[src/rtl/bcam_table.sv]
// Binary/ternary CAM table with per-entry and search-side care masks.
// Two-stage search pipeline: match vector, then priority-encoded result.
module bcam_table #(
  parameter int WIDTH = 8,
  parameter int DEPTH = 16,
  parameter int AW    = $clog2(DEPTH)
) (
  input  logic             clk,
  input  logic             rst,
  input  logic             wr_en,
  input  logic [AW-1:0]    wr_addr,
  input  logic [WIDTH-1:0] wr_data,
  input  logic [WIDTH-1:0] wr_care,
  input  logic             inv_en,
  input  logic             srch_en,
  input  logic [WIDTH-1:0] srch_key,
  input  logic [WIDTH-1:0] srch_care,
  output logic             res_valid,
  output logic             res_hit,
  output logic [AW-1:0]    res_addr,
  output logic             res_multi,
  output logic [DEPTH-1:0] res_vec,
  output logic [AW:0]      count,
  output logic             full
);

  logic [WIDTH-1:0] data_q [DEPTH];
  logic [WIDTH-1:0] care_q [DEPTH];
  logic [DEPTH-1:0] valid_q;
  logic [AW:0]      count_q;

  logic [DEPTH-1:0] match_vec;
  logic             s1_valid;
  logic [DEPTH-1:0] s1_vec;

  logic             enc_hit;
  logic [AW-1:0]    enc_addr;
  logic             enc_multi;

  // Compare key against every entry using pre-write table state.
  always_comb begin
    match_vec = '0;
    for (int unsigned e = 0; e < DEPTH; e++) begin
      match_vec[e] = valid_q[e] &&
                     (((data_q[e] ^ srch_key) & care_q[e] & srch_care) == '0);
    end
  end

  // Table storage and valid-entry count; write takes precedence over invalidate.
  always_ff @(posedge clk) begin
    if (rst) begin
      valid_q <= '0;
      count_q <= '0;
      for (int unsigned e = 0; e < DEPTH; e++) begin
        data_q[e] <= '0;
        care_q[e] <= '0;
      end
    end else if (wr_en) begin
      data_q[wr_addr]  <= wr_data;
      care_q[wr_addr]  <= wr_care;
      valid_q[wr_addr] <= 1'b1;
      if (!valid_q[wr_addr])
        count_q <= count_q + (AW+1)'(1);
    end else if (inv_en) begin
      valid_q[wr_addr] <= 1'b0;
      if (valid_q[wr_addr])
        count_q <= count_q - (AW+1)'(1);
    end
  end

  // Stage 1: capture the raw match vector for an accepted search.
  always_ff @(posedge clk) begin
    if (rst) begin
      s1_valid <= 1'b0;
      s1_vec   <= '0;
    end else begin
      s1_valid <= srch_en;
      if (srch_en)
        s1_vec <= match_vec;
    end
  end

  // Lowest-index priority encode with multi-hit detection.
  always_comb begin
    enc_hit   = 1'b0;
    enc_addr  = '0;
    enc_multi = 1'b0;
    for (int unsigned e = 0; e < DEPTH; e++) begin
      if (s1_vec[e]) begin
        if (enc_hit) begin
          enc_multi = 1'b1;
        end else begin
          enc_hit  = 1'b1;
          enc_addr = AW'(e);
        end
      end
    end
  end

  // Stage 2: register results; they hold between result strobes.
  always_ff @(posedge clk) begin
    if (rst) begin
      res_valid <= 1'b0;
      res_hit   <= 1'b0;
      res_addr  <= '0;
      res_multi <= 1'b0;
      res_vec   <= '0;
    end else begin
      res_valid <= s1_valid;
      if (s1_valid) begin
        res_hit   <= enc_hit;
        res_addr  <= enc_addr;
        res_multi <= enc_multi;
        res_vec   <= s1_vec;
      end
    end
  end

  assign count = count_q;
  assign full  = (count_q == (AW+1)'(DEPTH));

endmodule

[config.mk]
export PLATFORM = sky130hd
export DESIGN_NAME = bcam_table
export DESIGN_NICKNAME = d
export VERILOG_FILES = /design/src/rtl/bcam_table.sv
export SDC_FILE = /design/constraint.sdc
export NUM_CORES = 1
export LEC_CHECK = 0
export ABC_AREA = 1
export CORE_UTILIZATION = 60
export CTS_CLUSTER_SIZE = 16
export DETAILED_ROUTE_END_ITERATION = 10
export GPL_TIMING_DRIVEN = 0
export PLACE_DENSITY_LB_ADDON = 0.3
export SLEW_MARGIN = 30
export SYNTH_ARGS = -nofsm -noshare
export SYNTH_HDL_FRONTEND = slang
export SYNTH_SLANG_ARGS = --single-unit
[constraint.sdc]
create_clock -name clk -period 2.2 [get_ports clk]
set_input_delay 0.33 -clock clk [delete_from_list [all_inputs] [get_ports clk]]
set_output_delay 0.33 -clock clk [all_outputs]
set_load 0.01 [all_outputs]
==> Word-level counts from Yosys, hierarchy flattened <==
Memory sizes are Yosys's and may differ from the RTL's.
Index checks and enable logic that the tools add are counted.
{ "classes": {"add_sub_neg": 2, "n_lt_le_gt_ge": 2, "n_eq_ne": 2, "muxes": 97, "n_bitwise": 51, "reduce_logical": 38} }
{ "op_table": {"columns": ["operator", "n"], "rows": [
  ["bitwise AND 8 bit", 32],
  ["logical NOT 8 bit", 16],
  ["bitwise XOR 8 bit", 16],
  ["2-to-1 mux 4 bit", 30],
  ["2-to-1 mux 1 bit", 57],
  ["2-to-1 mux 16 bit", 2],
  ["2-to-1 mux 5 bit", 4],
  ["logical AND 1 bit", 17],
  ["bitwise AND 16 bit", 1],
  ["2-to-1 mux 8 bit", 2],
  ["NOT 16 bit", 1],
  ["bitwise OR 16 bit", 1],
  ["OR reduction 8 bit", 2],
  ["adder 5 x 1 -> 5 bit (second input constant)", 1],
  ["== test 5 bit (second input constant)", 1],
  ["< comparator 4 x 5 -> 1 bit (second input constant)", 1],
  ["subtractor 5 x 1 -> 5 bit (second input constant)", 1],
  ["binary-select mux 1 bit (select 4 bit)", 1],
  ["demux 1 bit (select 4 bit)", 1],
  [">= comparator 4 x 1 -> 1 bit (second input constant)", 1],
  ["nonzero test 2 bit", 2],
  ["AND reduction 3 bit", 1],
  ["inequality test 2 bit (second input constant)", 1]
]} }
{ "totals": {"register_bits": 61, "mem_bits_rw": 256, "input_bits": 41, "mem_count": 2} }
{ "memory_table": {"columns": ["memory", "words", "word_bits", "read_ports", "rd_ports_with_merged_regs", "write_ports", "line", "rtl"], "rows": [
  ["care_q", 16, 8, 16, 0, 16, "28", "logic [WIDTH-1:0] care_q [DEPTH];"],
  ["data_q", 16, 8, 16, 0, 16, "27", "logic [WIDTH-1:0] data_q [DEPTH];"]
]} }

==> Logic depth before layout (Yosys ltp) <==
Gate-level depths: netlist (run 1).
{ "depth": {"depth_word": 31, "mapped_depth": 14, "mapped_depth_nobuf": 13} }

==> Worst setup path before layout (run 1) <==
Ideal clock, no wire load.
{ "synth_path": {"kind": "input-to-reg", "start": "input port rst", "end": "memory care_q[9][0] (enable)", "setup_ns": 0.372, "t_arrival_ns": 1.621, "t_required_ns": 1.828, "slack_ns": 0.207, "path_stages": 6, "path_cell_list": "clkbuf_1 > nor2_4 > buf_6 > nand3_2 > buf_2 > nand2_1"} }
{ "synth_lines": {"columns": ["item", "line", "rtl"], "rows": [
  ["from (decl)", "9", "input logic rst,"],
  ["to (decl)", "28", null]
]} }

==> results of run 1 <==
## routing by layer
layer	vias to the layer above	global-route usage, %	wire length, um
li1	5126	-	-
met1	5335	43.50	14910
met2	609	50.66	17900
met3	83	4.680	3938
met4	0	10.46	1075
met5	-	0	0
## sequential cells by signal (all words and copies together) (netlist names), named ones only
| signal | count |
|---|---|
| res_vec | 16 |
| care_q | 128 |
| count | 5 |
| s1_valid | 1 |
| res_addr | 4 |
| s1_vec | 16 |
| res_multi | 1 |
| data_q | 128 |
| res_hit | 1 |
| res_valid | 1 |
## through the flow
step / total power [uW] / instances
3_3_place_gp: 8104 / 1823
3_5_place_dp: 8147 / 1823
4_1_cts: 13280 / 1881
2_1_floorplan: 7702 / 1450
5_1_grt: 13680 / 1884
6_report: 13350 / 1884
## final cells by class
cell class                 instances  area [sq um]  share of cell area, %
tap                              319         399.1                  2.432
sequential                       317          8909                  54.28
timing repair buffer              57         561.8                  3.423
inverter                          53         198.9                  1.212
clock buffer                      34         787.0                  4.796
clock inverter                    24         215.2                  1.311
multi-input combinational        992          4938                  30.09
buffer                            88         401.6                  2.447
## power breakdown
part	switching [uW]	internal [uW]	leakage, uW
sequential	134	6790	0.00294
clock	2320	2940	0.000478
combinational	789	370	0.00269
total	3250	10100	0.00610
## cells in the mapped netlist (5+ instances only)
cell type                  number
sky130_fd_sc_hd__nor2_1       307
sky130_fd_sc_hd__clkbuf_1      60
sky130_fd_sc_hd__o21ai_0      105
sky130_fd_sc_hd__xnor2_1       15
sky130_fd_sc_hd__nand3_2       15
sky130_fd_sc_hd__nand3_1       63
sky130_fd_sc_hd__nor2_2         7
sky130_fd_sc_hd__xor2_1        52
sky130_fd_sc_hd__nor3_1        18
sky130_fd_sc_hd__a21oi_1       92
sky130_fd_sc_hd__inv_1         46
sky130_fd_sc_hd__nor4_1         6
sky130_fd_sc_hd__nand2_1      249
sky130_fd_sc_hd__inv_2          5
sky130_fd_sc_hd__a31oi_1       17
sky130_fd_sc_hd__edfxtp_1     256
sky130_fd_sc_hd__dfxtp_1       61
sky130_fd_sc_hd__nand4_1       15
sky130_fd_sc_hd__buf_2         21
## worst paths after layout
kind	endpoint	slack (ns)
max	care_q[10][0]	-0.09
min	flop	0.15
max reg2reg	res_multi	0.41
min reg2reg	res_addr[1]	0.47
## worst max-delay path: stages
cell and delay, ns:
sky130_fd_sc_hd__clkdlybuf4s50_1 0.54, sky130_fd_sc_hd__buf_4 0.24, sky130_fd_sc_hd__nor2_2 0.34, sky130_fd_sc_hd__nand3_2 0.39, sky130_fd_sc_hd__clkbuf_2 0.38, sky130_fd_sc_hd__nand2_4 0.30
## kinds of logic after synthesis
group | Yosys count
and+or+nand+nor | 687
DFF | 317
AOI/OAI and AO/OA | 234
buffers and inverters | 141
xor gates and xnor gates | 67
adders and majority gates | 4
## repair_timing
| action | in CTS | in global routing |
|---|---|---|
| resized for setup | 22 | 35 |
| pin swaps | 0 | 1 |
| setup endpoints to repair | 257 | 253 |
| setup buffers | 0 | 3 |
| endpoints found under the hold margin | 0 | 0 |
==> metrics.log, run 1 <==
INFO  metric largest_family_of_logic_cells_by_synthesized_area = simple AND/OR/NAND/NOR gates
INFO  metric synth_enable_flop_cells = between 200 and 300
INFO  metric hold_start = wr_addr[1]
INFO  metric rr_worst_depth = 8
INFO  metric clock_tree_from_tritoncts = done
INFO  metric synth.mux.area_fraction = 0%
INFO  metric worstSetupStartpoint = wr_addr[0]
INFO  metric synthFlopType = sky130_fd_sc_hd__edfxtp_1
INFO  metric residual_drc_count = 0
INFO  metric die_h = 156.2 um
INFO  metric die_x = approximately 160 um
INFO  metric drt-wirelength-per-cell = 20.08 um
INFO  metric grt_setup_unrepaired = true
INFO  metric final_net_count = 1,585
INFO  metric timing.max_cap.violations = 0
INFO  metric gr-usage-all-layers = 31.28%
INFO  metric placementRows = 56
INFO  metric post_cts_hold_buffer_count = 0
INFO  metric initial_antenna_violation_count = 0
INFO  metric hold_path_depth = 3
INFO  metric cp.arrival = 2.55 ns
INFO  metric root_buffer = sky130_fd_sc_hd__clkbuf_16
INFO  metric n_antenna_cell = 0
INFO  metric drt-vias-per-instance = 5.920
INFO  metric utilization = 70.12%
INFO  metric layout.cells.most_common_list = sky130_fd_sc_hd__nor2_1 (307), sky130_fd_sc_hd__edfxtp_1 (256), sky130_fd_sc_hd__nand2_1 (233)
INFO  metric netlist.top_cell.by_area = sky130_fd_sc_hd__edfxtp_1
INFO  metric timing.final.max_slew_violations = 0
INFO  metric syn_nets = ~1,500
INFO  metric run_status = finished with violations
INFO  metric critical_path_start_type = input port
INFO  metric vias = roughly 11,000
INFO  metric placement.setup.worst_slack = -1.100 ns
INFO  metric synth_xor_xnor_area_share = 4.111%
INFO  metric layout_min_cycle_time = 2.293 ns
INFO  metric grt_first_pass_wirelength = 56,830 um
INFO  metric hold_viol = 0
INFO  metric initialDrtViolationCount = 1,540
INFO  metric worst_hold_path_type = input port to flop
INFO  metric layout-drive-gt1-share = between 8 and 9%
INFO  metric synth_fa_ha_area_share = less than 1%
INFO  metric grt_max_degree = 17
INFO  metric p_leak = slightly above 0.006 uW
INFO  metric area_delta_synth_final = 14.97%
INFO  metric timing.final.crit_share = 104.2%
INFO  metric path_clk_slew = 0.07 ns
INFO  metric final.fill_count = 1,780
INFO  metric leading_cell_type_in_the_layout_fill_and_taps_excluded = sky130_fd_sc_hd__nor2_1
INFO  metric clockBufferDepth = 3
INFO  metric finClkSkew = 0.01066 ns
INFO  metric number_of_setup_violations_in_the_final_report = 32
INFO  metric worstMarginPinSlew = between 1 and 1.5 ns
INFO  metric core-area = about 23,000 sq um
INFO  metric synth-seq-cells = 317
INFO  metric synthesis.yosys.warnings = 0
INFO  metric worst_r2r_startpoint = s1_vec[2]
INFO  metric stdcell_area = around 16,000 sq um
INFO  metric critPathCaptureType = flop
INFO  metric port-buffer-count = 54
INFO  metric synth_seq_area_share = 62.41%
INFO  metric fp.dieArea = around 24,000 sq um
INFO  metric crit_fanout = 16
INFO  metric postSynthAreaPerCell = 9.844 sq um
INFO  metric fmax = 436.1 MHz
INFO  metric peakVddDrop = 0.6552 mV
INFO  metric cts_sinks = 317
INFO  metric synth_compound_area_share = 8.845%
INFO  metric simple_gate_portion_of_the_synthesized_area = 20.15%
INFO  metric clock_tree.htree_level_count = 1
INFO  metric cp.required = about 2.5 ns
INFO  metric initial_utilization = 60.99%
INFO  metric clock_network_latency_to_the_later_pin_of_the_worst_skew_pair = roughly 0.58 ns
INFO  metric number_of_distinct_library_cell_variants_in_the_gate_level_netlist_after_synthesis = 37
INFO  metric synth.top_cell.area_share = 53.86%
INFO  metric violations = setup timing
INFO  metric dpl-instance-area = 15,210 sq um
INFO  metric powerDensity = 813.2 nW/um^2
INFO  metric cts_buffer_count = 31
INFO  metric detail_route.first_pass.iterations = 5
INFO  metric grt_overflow = 0
INFO  metric finalWirelength = 37,820 um
INFO  metric synth_cells = 1,450
INFO  metric asyncSetResetFlopFracSynth = 0%
INFO  metric hold_ws = 0.1530 ns
INFO  metric first_global_vias = 10,330
INFO  metric drt.antenna.violating_nets = 0
INFO  metric fin_tns_setup = -1.690 ns
INFO  metric dp_hpwl = 26,920 um
INFO  metric synth.top_cells.by_area = sky130_fd_sc_hd__edfxtp_1 (54%), sky130_fd_sc_hd__dfxtp_1 (8.6%), sky130_fd_sc_hd__nor2_1 (8.1%), sky130_fd_sc_hd__nand2_1 (6.5%), sky130_fd_sc_hd__o21ai_0 (3.7%)
INFO  metric criticalPathCategory = input port to flop
INFO  metric place.gp.congestion = 0.9082
INFO  metric post_synth_instance_area = 14,270 sq um
INFO  metric slew_headroom = 5.416%
INFO  metric io_pins = 70
INFO  metric fin_ws = -0.09309 ns
No activity file was read; power rests on OpenSTA's default activity.
==> run 2: changes to the inputs <==
--- a/config.mk
+++ b/config.mk
@@ -11,6 +11,7 @@
 export DETAILED_ROUTE_END_ITERATION = 10
 export GPL_TIMING_DRIVEN = 0
 export PLACE_DENSITY_LB_ADDON = 0.3
+export REMOVE_ABC_BUFFERS = 1
 export SLEW_MARGIN = 30
 export SYNTH_ARGS = -nofsm -noshare
 export SYNTH_HDL_FRONTEND = slang
==> run 2 against run 1 <==
Setup slack better by 0.13 ns. The run now ends clean. Sequential cell count did not move. Largest cell class unchanged. Highest routed layer unchanged. Sequential power about the same. Critical endpoint is now s1_vec[0]. Critical path type unchanged.
==> metrics.log, run 2 (synthesized netlist as in run 1, its figures left out) <==
INFO  metric run_status = finished, final reports clean
INFO  metric drt-wirelength-per-cell = 19.21 um (-4.3%)
INFO  metric clockBufferDepth = 3 (unchanged)
INFO  metric n_antenna_cell = 0 (unchanged)
INFO  metric cp.required = 2.68 ns (+0.23 ns)
INFO  metric layout.cells.most_common_list = sky130_fd_sc_hd__nor2_1 (307), sky130_fd_sc_hd__edfxtp_1 (256), sky130_fd_sc_hd__nand2_1 (233)
INFO  metric cpLargestDelayFamily = simple AND/OR/NAND/NOR gates
INFO  metric area_delta_synth_final = 12.66%
INFO  metric clock_tree_from_tritoncts = done
INFO  metric layout_min_cycle_time = 2.160 ns (-0.1336 ns)
INFO  metric grt_overflow = 0 (unchanged)
INFO  metric root_buffer = sky130_fd_sc_hd__clkbuf_16
INFO  metric worst_hold_path_type = input port to flop
INFO  metric fp.dieArea = 24,410 sq um (unchanged)
INFO  metric io_pins = 70 (unchanged)
INFO  metric layout-drive-gt1-share = 7.124% (-1.8 points)
INFO  metric largestRegisters = care_q (128), data_q (128)
INFO  metric critical_path_start_type = input port
INFO  metric post_cts_hold_buffer_count = 0 (unchanged)
INFO  metric die_h = 156.2 um (unchanged)
INFO  metric dp_hpwl = 21,420 um (-20%)
INFO  metric min_to = s1_valid
INFO  metric cts_buffer_count = 31 (unchanged)
INFO  metric crit_path_cell_trace = clkdlybuf4s50_1 -> nand2_1 -> a21oi_1 -> o21ai_0 -> nand2_1 -> nor3_1 -> nand4_1 -> a21oi_1
INFO  metric rr_worst_depth = 7 (-1)
INFO  metric path_clk_slew = 0.06 ns (about the same)
INFO  metric gr-usage-all-layers = 28.86% (-2.4 points)
INFO  metric critPathCaptureType = flop
INFO  metric port-buffer-count = 69 (+28%)
INFO  metric drt-vias-per-instance = 5.827 (-1.6%)
INFO  metric worst_r2r_endpoint = res_multi
INFO  metric crit_fanout = 16 (unchanged)
INFO  metric timing.final.max_slew_violations = 0 (unchanged)
INFO  metric fmax = 463.1 MHz (+6.2%)
INFO  metric grt_first_pass_wirelength = 52,770 um (-7.1%)
INFO  metric number_of_setup_violations_in_the_final_report = 0 (-100%)
INFO  metric criticalPathCategory = input port to flop
INFO  metric final.fill_count = 1,773 (-0.39%)
INFO  metric initial_utilization = 60.99% (unchanged)
INFO  metric core-area = 23,400 sq um (unchanged)
INFO  metric slowest_delay = 0.94 ns (+0.40 ns)
INFO  metric regToRegSetupSlack = 0.47 ns (+0.06 ns)
INFO  metric clock_network_latency_to_the_later_pin_of_the_worst_skew_pair = 0.57 ns (about the same)
INFO  metric clock_tree.htree_level_count = 1 (unchanged)
INFO  metric slew_headroom = 33.38% (+28 points)
INFO  metric residual_drc_count = 0 (unchanged)
INFO  metric final_net_count = 1,510 (-4.7%)
INFO  metric first_global_vias = 9,719 (-6.0%)
INFO  metric placementRows = 56 (unchanged)
INFO  metric die_x = 156.2 um (unchanged)
INFO  metric place.gp.congestion = 0.9289 (+2.3%)
INFO  metric p_leak = 0.005982 uW (-2.0%)
INFO  metric leading_cell_type_in_the_layout_fill_and_taps_excluded = sky130_fd_sc_hd__nor2_1
INFO  metric peakVddDrop = 0.5997 mV (-8.5%)
INFO  metric worst_r2r_startpoint = s1_valid
INFO  metric crit_slowest_cell = sky130_fd_sc_hd__clkdlybuf4s50_1
INFO  metric initial_antenna_violation_count = 0 (unchanged)
INFO  metric worstPathBufferInverterCount = 1 (-2)
INFO  metric hold_path_depth = 2 (-1)
INFO  metric finClkSkew = 0.01972 ns (+0.009056 ns)
INFO  metric drt.antenna.violating_nets = 0 (unchanged)
INFO  metric vias = 10,530 (-5.6%)
INFO  metric powerDensity = 813.7 nW/um^2 (about the same)
INFO  metric grt_max_degree = 47 (+30)
INFO  metric hold_ws = 0.3294 ns (+0.1764 ns)
INFO  metric utilization = 68.71% (-1.4 points)
INFO  metric timing.final.crit_share = 98.16% (-6.1 points)
INFO  metric cts_sinks = 317 (unchanged)
INFO  metric finalWirelength = 34,720 um (-8.2%)
INFO  metric post-layout-total-power = 13,080 uW (-2.0%)
INFO  metric worstMarginPinSlew = 0.9962 ns (-0.4226 ns)
INFO  metric detail_route.first_pass.iterations = 7 (+2)
INFO  metric hold_viol = 0 (unchanged)
INFO  metric initialDrtViolationCount = 908 (-41%)
INFO  metric timing.max_cap.violations = 0 (unchanged)
INFO  metric hold_start = rst
INFO  metric cp.arrival = 2.64 ns (+0.09 ns)
## run 2: cell count changes in the layout (fill, tap and decap cells not counted), moves of 3 or more
cell	before	now
sky130_fd_sc_hd__clkbuf_2	4	1
sky130_fd_sc_hd__clkbuf_1	58	8
sky130_fd_sc_hd__clkbuf_4	4	0
sky130_fd_sc_hd__clkinv_4	3	0
sky130_fd_sc_hd__inv_2	7	4
sky130_fd_sc_hd__buf_2	17	9
sky130_fd_sc_hd__buf_4	7	0
sky130_fd_sc_hd__clkinv_2	6	3
sky130_fd_sc_hd__clkdlybuf4s50_1	53	57
sky130_fd_sc_hd__clkinvlp_4	5	0
sky130_fd_sc_hd__clkinv_1	8	11
## run 2: power breakdown
group | leakage [uW] | switching (uW) | internal (uW) | total [uW]
combinational | 0.00258 | 754 | 350 | 1100
clock | 0.000464 | 2190 | 2870 | 5050
sequential | 0.00294 | 138 | 6790 | 6930
## run 2: area by class of cell
type	count	area [sq um]	share of cell area [%]
clock buffers	41	833.3	5.182
clock inverters	15	117.6	0.7314
multi-input cells	992	4954	30.80
inverters	53	201.4	1.253
well taps	319	399.1	2.482
flip-flops and latches	317	8910	55.41
repair buffers	70	665.6	4.139
## run 2: per-layer routing
metal	routed length [um]	share of wire [%]	vias up	GRT usage (%)
met2	16440	47	504	47.58
met5	0	0	-	0
met3	3194	9.2	74	3.545
li1	-	-	4967	-
met1	13800	40	4985	38.87
met4	1276	3.7	0	12.23
## run 2: how the worst max path moves through the flow
stage,start,to,slack [ns],cells past startpoint
2_1_floorplan,wr_en,care_q[8][0],0.07,4
3_3_place_gp,rst,care_q[8][0],-1.90,4
3_5_place_dp,wr_en,care_q[8][1],-1.33,5
4_1_cts,wr_addr[1],data_q[14][2],-0.10,5
5_1_grt,wr_addr[2],care_q[7][3],-0.009,5
6_report,srch_care[4],s1_vec[0],0.04,8
## run 2: per-stage QoR
| step | instances | cell area [sq um] | setup slack (ns) | TNS [ns] |
|---|---|---|---|---|
| global route | 1807 | 16080 | -0.008531 | -0.04716 |
| detailed placement | 1750 | 14940 | -1.326 | -345.66 |
| CTS | 1807 | 16030 | -0.1023 | -4.036 |
| floorplan | 1362 | 13890 | 0.06714 | 0 |
| global placement | 1750 | 14980 | -1.903 | -670.82 |
| finish | 1807 | 16080 | 0.04048 | 0 |
## run 2: what timing repair did
| action | in CTS | in global routing |
|---|---|---|
| pin swaps | 1 | 0 |
| gates resized for setup | 33 | 11 |
| buffers inserted | 1 | 0 |
| setup endpoints to repair | 257 | 179 |
